<file path="src/rtl/shape_sequencer_if.sv">
// shape_sequencer_if
// Bundles the command handshake, the engine job/done handshake and both
// pixel streams used by shape_sequencer.
//   master : the side that issues commands, implements the drawing engine
//            and consumes the framebuffer pixel stream
//   slave  : the sequencer itself
interface shape_sequencer_if;
    logic       cmd_valid;
    logic       cmd_ready;
    logic [2:0] cmd_colour;
    logic [7:0] cmd_cx;
    logic [6:0] cmd_cy;
    logic [7:0] cmd_diam;

    logic       eng_start;
    logic       eng_done;
    logic [2:0] eng_colour;
    logic [7:0] eng_cx;
    logic [6:0] eng_cy;
    logic [7:0] eng_diam;

    logic [7:0] eng_vga_x;
    logic [6:0] eng_vga_y;
    logic [2:0] eng_vga_colour;
    logic       eng_vga_plot;

    logic [7:0] vga_x;
    logic [6:0] vga_y;
    logic [2:0] vga_colour;
    logic       vga_plot;

    modport master (
        output cmd_valid, cmd_colour, cmd_cx, cmd_cy, cmd_diam,
        input  cmd_ready,
        input  eng_start, eng_colour, eng_cx, eng_cy, eng_diam,
        output eng_done,
        output eng_vga_x, eng_vga_y, eng_vga_colour, eng_vga_plot,
        input  vga_x, vga_y, vga_colour, vga_plot
    );

    modport slave (
        input  cmd_valid, cmd_colour, cmd_cx, cmd_cy, cmd_diam,
        output cmd_ready,
        output eng_start, eng_colour, eng_cx, eng_cy, eng_diam,
        input  eng_done,
        input  eng_vga_x, eng_vga_y, eng_vga_colour, eng_vga_plot,
        output vga_x, vga_y, vga_colour, vga_plot
    );
endinterface

</file>
<file path="src/rtl/shape_sequencer.sv">
// shape_sequencer
// Queues draw commands in a DEPTH-entry FIFO and hands them one at a time
// to a shape engine, forwarding the engine's pixels (clipped to 160x120)
// to the framebuffer while a job is running.
//
// Ports
//   clk       system clock, all state on rising edge
//   rst_n     asynchronous active-low reset
//   bus       shape_sequencer_if.slave: command handshake, engine job
//             fields/start/done, engine pixel stream in, pixel stream out
//   busy      state not IDLE or FIFO non-empty
//   all_done  !busy
//   pix_count plotted-pixel counter (only with SHAPE_SEQ_PIXCNT_EN defined)
//
// Optional feature macro: SHAPE_SEQ_PIXCNT_EN
//
// state   | meaning
// --------+----------------------------------------------------------
// IDLE    | nothing running, waiting for the FIFO to become non-empty
// LOAD    | pop FIFO head into the engine field registers (one cycle)
// RUN     | eng_start high, waiting for eng_done
// RELEASE | eng_start low, waiting for eng_done to drop
module shape_sequencer #(
    parameter int DEPTH = 4
) (
    input  logic                  clk,
    input  logic                  rst_n,
    shape_sequencer_if.slave      bus,
    output logic                  busy,
`ifdef SHAPE_SEQ_PIXCNT_EN
    output logic                  all_done,
    output logic [15:0]           pix_count
`else
    output logic                  all_done
`endif
);

    localparam int AW = (DEPTH > 1) ? $clog2(DEPTH) : 1;
    localparam logic [AW:0] DEPTH_C = (AW + 1)'(DEPTH);

    typedef enum logic [1:0] {
        S_IDLE    = 2'd0,
        S_LOAD    = 2'd1,
        S_RUN     = 2'd2,
        S_RELEASE = 2'd3
    } state_t;

    state_t state, state_nxt;

    // {colour, cx, cy, diam}
    logic [25:0]   mem [DEPTH];
    logic [AW-1:0] wr_ptr, rd_ptr;
    logic [AW:0]   count;
    logic          push, pop, fifo_empty;

    logic       eng_start_q;
    logic [2:0] eng_colour_q;
    logic [7:0] eng_cx_q;
    logic [6:0] eng_cy_q;
    logic [7:0] eng_diam_q;

    logic [7:0] vga_x_q;
    logic [6:0] vga_y_q;
    logic [2:0] vga_colour_q;
    logic       vga_plot_q;
    logic       plot_nxt;

    assign fifo_empty    = (count == '0);
    assign bus.cmd_ready = (count < DEPTH_C);
    assign push          = bus.cmd_valid && bus.cmd_ready;
    // Only LOAD pops, and LOAD is entered only with a non-empty FIFO.
    assign pop           = (state == S_LOAD);

    // Storage needs no reset: emptiness is tracked by count alone.
    always_ff @(posedge clk) begin
        if (push) begin
            mem[wr_ptr] <= {bus.cmd_colour, bus.cmd_cx, bus.cmd_cy, bus.cmd_diam};
        end
    end

    // DEPTH is a power of two, so the pointers wrap naturally.
    always_ff @(posedge clk or negedge rst_n) begin
        if (!rst_n) begin
            wr_ptr <= '0;
            rd_ptr <= '0;
            count  <= '0;
        end else begin
            if (push) wr_ptr <= wr_ptr + 1'b1;
            if (pop)  rd_ptr <= rd_ptr + 1'b1;
            case ({push, pop})
                2'b10:   count <= count + 1'b1;
                2'b01:   count <= count - 1'b1;
                default: count <= count;
            endcase
        end
    end

    always_ff @(posedge clk or negedge rst_n) begin
        if (!rst_n) state <= S_IDLE;
        else        state <= state_nxt;
    end

    always_comb begin
        state_nxt = state;
        case (state)
            S_IDLE:    if (!fifo_empty) state_nxt = S_LOAD;
            S_LOAD:    state_nxt = S_RUN;
            S_RUN:     if (bus.eng_done) state_nxt = S_RELEASE;
            S_RELEASE: if (!bus.eng_done) state_nxt = fifo_empty ? S_IDLE : S_LOAD;
            default:   state_nxt = S_IDLE;
        endcase
    end

    // eng_start is a flop that mirrors "state == RUN" exactly, so the engine
    // never sees decode glitches.
    always_ff @(posedge clk or negedge rst_n) begin
        if (!rst_n) begin
            eng_start_q  <= 1'b0;
            eng_colour_q <= '0;
            eng_cx_q     <= '0;
            eng_cy_q     <= '0;
            eng_diam_q   <= '0;
        end else begin
            eng_start_q <= (state_nxt == S_RUN);
            if (pop) begin
                {eng_colour_q, eng_cx_q, eng_cy_q, eng_diam_q} <= mem[rd_ptr];
            end
        end
    end

    assign plot_nxt = bus.eng_vga_plot && (state == S_RUN) &&
                      (bus.eng_vga_x < 8'd160) && (bus.eng_vga_y < 7'd120);

    always_ff @(posedge clk or negedge rst_n) begin
        if (!rst_n) begin
            vga_x_q      <= '0;
            vga_y_q      <= '0;
            vga_colour_q <= '0;
            vga_plot_q   <= 1'b0;
        end else begin
            vga_x_q      <= bus.eng_vga_x;
            vga_y_q      <= bus.eng_vga_y;
            vga_colour_q <= bus.eng_vga_colour;
            vga_plot_q   <= plot_nxt;
        end
    end

`ifdef SHAPE_SEQ_PIXCNT_EN
    // Counts alongside vga_plot being loaded high; cleared by each new job.
    always_ff @(posedge clk or negedge rst_n) begin
        if (!rst_n) begin
            pix_count <= '0;
        end else if (pop) begin
            pix_count <= '0;
        end else if (plot_nxt && (pix_count != 16'hFFFF)) begin
            pix_count <= pix_count + 16'd1;
        end
    end
`endif

    assign bus.eng_start  = eng_start_q;
    assign bus.eng_colour = eng_colour_q;
    assign bus.eng_cx     = eng_cx_q;
    assign bus.eng_cy     = eng_cy_q;
    assign bus.eng_diam   = eng_diam_q;

    assign bus.vga_x      = vga_x_q;
    assign bus.vga_y      = vga_y_q;
    assign bus.vga_colour = vga_colour_q;
    assign bus.vga_plot   = vga_plot_q;

    assign busy     = (state != S_IDLE) || !fifo_empty;
    assign all_done = !busy;

endmodule

</file>
<file path="src/flat_wrapper.sv">
// flat-port wrapper written by rule: the top's interface ports become plain ports
module shape_sequencer_flat 
#(
    parameter int DEPTH = 4
)
  (clk, rst_n, busy, all_done, bus_cmd_valid, bus_cmd_colour, bus_cmd_cx, bus_cmd_cy, bus_cmd_diam, bus_cmd_ready, bus_eng_start, bus_eng_colour, bus_eng_cx, bus_eng_cy, bus_eng_diam, bus_eng_done, bus_eng_vga_x, bus_eng_vga_y, bus_eng_vga_colour, bus_eng_vga_plot, bus_vga_x, bus_vga_y, bus_vga_colour, bus_vga_plot);
  shape_sequencer_if bus_i ();
  input  logic clk;
  input  logic rst_n;
  output logic busy;
  output logic all_done;
  input wire logic [$bits(bus_i.cmd_valid)-1:0] bus_cmd_valid;
  input wire logic [$bits(bus_i.cmd_colour)-1:0] bus_cmd_colour;
  input wire logic [$bits(bus_i.cmd_cx)-1:0] bus_cmd_cx;
  input wire logic [$bits(bus_i.cmd_cy)-1:0] bus_cmd_cy;
  input wire logic [$bits(bus_i.cmd_diam)-1:0] bus_cmd_diam;
  output wire logic [$bits(bus_i.cmd_ready)-1:0] bus_cmd_ready;
  output wire logic [$bits(bus_i.eng_start)-1:0] bus_eng_start;
  output wire logic [$bits(bus_i.eng_colour)-1:0] bus_eng_colour;
  output wire logic [$bits(bus_i.eng_cx)-1:0] bus_eng_cx;
  output wire logic [$bits(bus_i.eng_cy)-1:0] bus_eng_cy;
  output wire logic [$bits(bus_i.eng_diam)-1:0] bus_eng_diam;
  input wire logic [$bits(bus_i.eng_done)-1:0] bus_eng_done;
  input wire logic [$bits(bus_i.eng_vga_x)-1:0] bus_eng_vga_x;
  input wire logic [$bits(bus_i.eng_vga_y)-1:0] bus_eng_vga_y;
  input wire logic [$bits(bus_i.eng_vga_colour)-1:0] bus_eng_vga_colour;
  input wire logic [$bits(bus_i.eng_vga_plot)-1:0] bus_eng_vga_plot;
  output wire logic [$bits(bus_i.vga_x)-1:0] bus_vga_x;
  output wire logic [$bits(bus_i.vga_y)-1:0] bus_vga_y;
  output wire logic [$bits(bus_i.vga_colour)-1:0] bus_vga_colour;
  output wire logic [$bits(bus_i.vga_plot)-1:0] bus_vga_plot;
  assign bus_i.cmd_valid = bus_cmd_valid;
  assign bus_i.cmd_colour = bus_cmd_colour;
  assign bus_i.cmd_cx = bus_cmd_cx;
  assign bus_i.cmd_cy = bus_cmd_cy;
  assign bus_i.cmd_diam = bus_cmd_diam;
  assign bus_cmd_ready = bus_i.cmd_ready;
  assign bus_eng_start = bus_i.eng_start;
  assign bus_eng_colour = bus_i.eng_colour;
  assign bus_eng_cx = bus_i.eng_cx;
  assign bus_eng_cy = bus_i.eng_cy;
  assign bus_eng_diam = bus_i.eng_diam;
  assign bus_i.eng_done = bus_eng_done;
  assign bus_i.eng_vga_x = bus_eng_vga_x;
  assign bus_i.eng_vga_y = bus_eng_vga_y;
  assign bus_i.eng_vga_colour = bus_eng_vga_colour;
  assign bus_i.eng_vga_plot = bus_eng_vga_plot;
  assign bus_vga_x = bus_i.vga_x;
  assign bus_vga_y = bus_i.vga_y;
  assign bus_vga_colour = bus_i.vga_colour;
  assign bus_vga_plot = bus_i.vga_plot;
  shape_sequencer #(.DEPTH(DEPTH)) u_core (.clk(clk), .rst_n(rst_n), .bus(bus_i), .busy(busy), .all_done(all_done));
endmodule
</file>
<file path="config.mk">
export PLATFORM = sky130hd
export DESIGN_NAME = shape_sequencer_flat
export DESIGN_NICKNAME = d
export VERILOG_FILES = /design/src/rtl/shape_sequencer_if.sv /design/src/rtl/shape_sequencer.sv /design/src/flat_wrapper.sv
export SDC_FILE = /design/constraint.sdc
export NUM_CORES = 1
export LEC_CHECK = 0
export ABC_CLOCK_PERIOD_IN_PS = 3600
export CORE_UTILIZATION = 30
export DETAILED_ROUTE_END_ITERATION = 7
export GPL_ROUTABILITY_DRIVEN = 1
export PLACE_DENSITY = 0.5
export SKIP_CTS_REPAIR_TIMING = 1
export SLEW_MARGIN = 5
export SYNTH_ARGS = -nofsm -noshare
export SYNTH_HDL_FRONTEND = slang
export SYNTH_SLANG_ARGS = --single-unit
</file>
<file path="constraint.sdc">
create_clock -name clk -period 3.6 [get_ports clk]
set_clock_uncertainty 0.2 [all_clocks]
set_input_delay 0.72 -clock clk [delete_from_list [all_inputs] [get_ports clk]]
set_output_delay 0.72 -clock clk [all_outputs]
set_load 0.005 [all_outputs]
</file>
==> flow_summary_export.csv <==
group,metric,value,unit
sta,rsz0062_at_grt,"false",
sta,final_max_slew_viol_count,0,
pwr,p_leak,0.00288,uW
sta,min_period_over_period,75.7,%
run_status,status,"finished clean",
die,rows,50,
worst_hold_path,hp-class,"in2async",
layout,nets,480,
sta,final.setup.tns,0,ps
setup_path,arrival,1810,ps
route,wire_per_inst,16.4,microns
synth,synth_flop_cell,"edfxtp_1",
synth,syn_inst,322,
clock_network,clockRootBuffer,"clkbuf_16",
flow_run,drv_cap,0,
die,dieWidth,142,microns
setup_path,critPathBufInv,2,
setup_path,worstPathCellList,"inv_1 > nand3_1 > or3_1 > clkdlybuf4s50_1",
clock_network,numCtsBuffers,17,
global_routing,groute.usage.overall,12.3,%
synth,synth_commonest_cells,"edfxtp_1 (104), dfrtp_1 (55), mux2i_1 (53)",
global_routing,antenna_found_initial,0,
route,drcViolationCount,0,
setup_path,cp.required,2680,ps
global_routing,grt_max_degree,54,
synth,synth_cell_types,32,
clock_network,htreeDepth,4,
synth,synth.avg_cell_area,18.4,sq um
sta,finalSetupViolations,0,
route,dr.pass1.iters,4,
route,vias,3033,
setup_path,slowest_delay,450,ps
die,ios,98,
sta,slew_headroom,37.5,%
global_routing,grt_overflow,0,
sta,finalCriticalPeriod,2730,ps
setup_path,cp_max_fo,3,
pwr,p_total,5870,uW
pwr,p_per_area,765,mW/mm^2
die,die_h,142,microns
synth,yosys.area.top_type,"edfxtp_1",
clock_network,clkSlewWorstSetupHoldPaths,60,ps
synth,synth_top_area_share,52.8,%
layout,drive_above_1_share,13.7,%
synth,synth_area_leaders,"edfxtp_1 (53%), dfrtp_1 (23%), mux2i_1 (9.0%)",
synth,yosysMostFrequentCell,"edfxtp_1",
synth,ys_seq_area_share,76.1,%
route,drtAntennaViolNets,0,
setup_path,cp_slowest_cell,"clkdlybuf4s50_1",
route,drt_iter0_markers,112,
sta,max_clock_freq,367,MHz
synth,syn-cell-area,0.00591,sq mm
setup_path,cp_top_family,"buffers and inverters",
place,hpwl,7190,microns
synth,ys_ff_latch,159,
die,core,0.0190,sq mm
sta,hold_viol,0,
global_routing,grt_first_pass_wirelength,18200,microns
clock_network,clk_latency,410,ps
global_routing,grt_pass1_vias,3262,
synth,synth_nets,377,
setup_path,critPathKind,"reg2out",
place,gp_congestion,0.663,
synth,synth_edf_count,104,
place,port-buffer-count,97,
pwr,ir_drop,0.313,mV
die,die_area,0.0203,sq mm
route,totalWireLength,11500,microns
synth,yosysWarnings,0,
synth,ys_async_sr_fraction,34.6,%
die,initial_core_util,31.1,%
layout,area_delta_synth_final,29.9,%
setup_path,endpoint_kind,"output pin",
clock_network,cts_sinks,159,
route,avgViaCountPerCell,4.35,
layout,n_antenna_cell,0,
clock_network,cts_tree,"done",
clock_network,clk_path_buf_depth,2,
sta,worstMarginPinSlew,938,ps
setup_path,start_kind,"flop",
stage by stage:
step | hold slack, ps | area [sq um] | cells | setup WS (ps) | util (%)
floorplan | 224 | 5910 | 322 | 1270 | -
global placement | 260 | 7110 | 666 | 720 | 37.4
detailed placement | 273 | 7110 | 666 | 623 | 37.4
CTS | 51.7 | 7680 | 698 | 825 | 40.4
global route | 74.7 | 7680 | 698 | 716 | 40.4
finish | 57.9 | 7680 | 698 | 873 | 40.4
sequential cells by signal, summed over array words and instances (netlist names):
signal / cells
u_core.rd_ptr: 2
u_core.state: 2
u_core.count: 3
u_core.bus.vga_y: 7
u_core.bus.eng_cx: 8
u_core.mem: 104
u_core.bus.eng_diam: 8
u_core.bus.eng_start: 1
u_core.wr_ptr: 2
u_core.bus.vga_plot: 1
u_core.bus.vga_colour: 3
u_core.bus.eng_cy: 7
u_core.bus.vga_x: 8
u_core.bus.eng_colour: 3
cell type report:
type	instances	area (sq um)
multi-input combinational	140	1270
clock inverter	5	25.0
sequential	159	4500
fill	1758	11300
timing repair buffer	99	981
inverter	8	32.5
tap	260	325
clock buffer	27	546
path summary, 6_finish.rpt:
kind,from,end,slack [ps],depth (start not counted)
worst min-delay path,rst_n,u_core.count[0]$_DFFE_PN0P_,60,1
min in group clk,u_core.count[0]$_DFFE_PN0P_,u_core.count[0]$_DFFE_PN0P_,280,1
worst min register to register,u_core.count[0]$_DFFE_PN0P_,u_core.count[0]$_DFFE_PN0P_,280,1
worst max register to register,u_core.state[1]$_DFF_PN0_,u_core.count[2]$_DFFE_PN0P_,1300,8
max in group asynchronous,rst_n,u_core.rd_ptr[1]$_DFFE_PN0P_,2480,2
worst max-delay path,u_core.count[0]$_DFFE_PN0P_,busy,870,4
report_power, final:
part	leakage (uW)	internal [uW]	switching (uW)
sequential	0.00161	2350	319
combinational	0.000985	807	703
clock	0.000287	1030	660
cell usage in the layout, fill, tap and decap left out, types with 7 or more instances in the layout:
| cell | count |
|---|---|
| o221ai_2 | 19 |
| edfxtp_1 | 104 |
| clkbuf_16 | 19 |
| nand2_1 | 29 |
| mux2i_1 | 53 |
| dfrtp_1 | 54 |
| inv_1 | 7 |
| clkdlybuf4s50_1 | 96 |
| o221ai_1 | 7 |
metal layers:
layer	part of all wire, %	track usage (%)
met1	46	15.7
met2	47	19.2
met3	5.4	4.07
met4	1.6	4.70
met5	0	0
cell families after synthesis:
family                   count (synthesis)  share of synthesized area, %
multiplexers                            54                          9.16
AND/OR/NAND/NOR                         45                          3.77
XOR/XNOR                                 5                         0.741
buffers and inverters                   23                          2.52
adder cells (fa/ha/maj)                  6                          1.40
flip-flops                             159                          76.1
AO/OA/AOI/OAI                           30                          6.33
(Power assumes the default switching activity.)
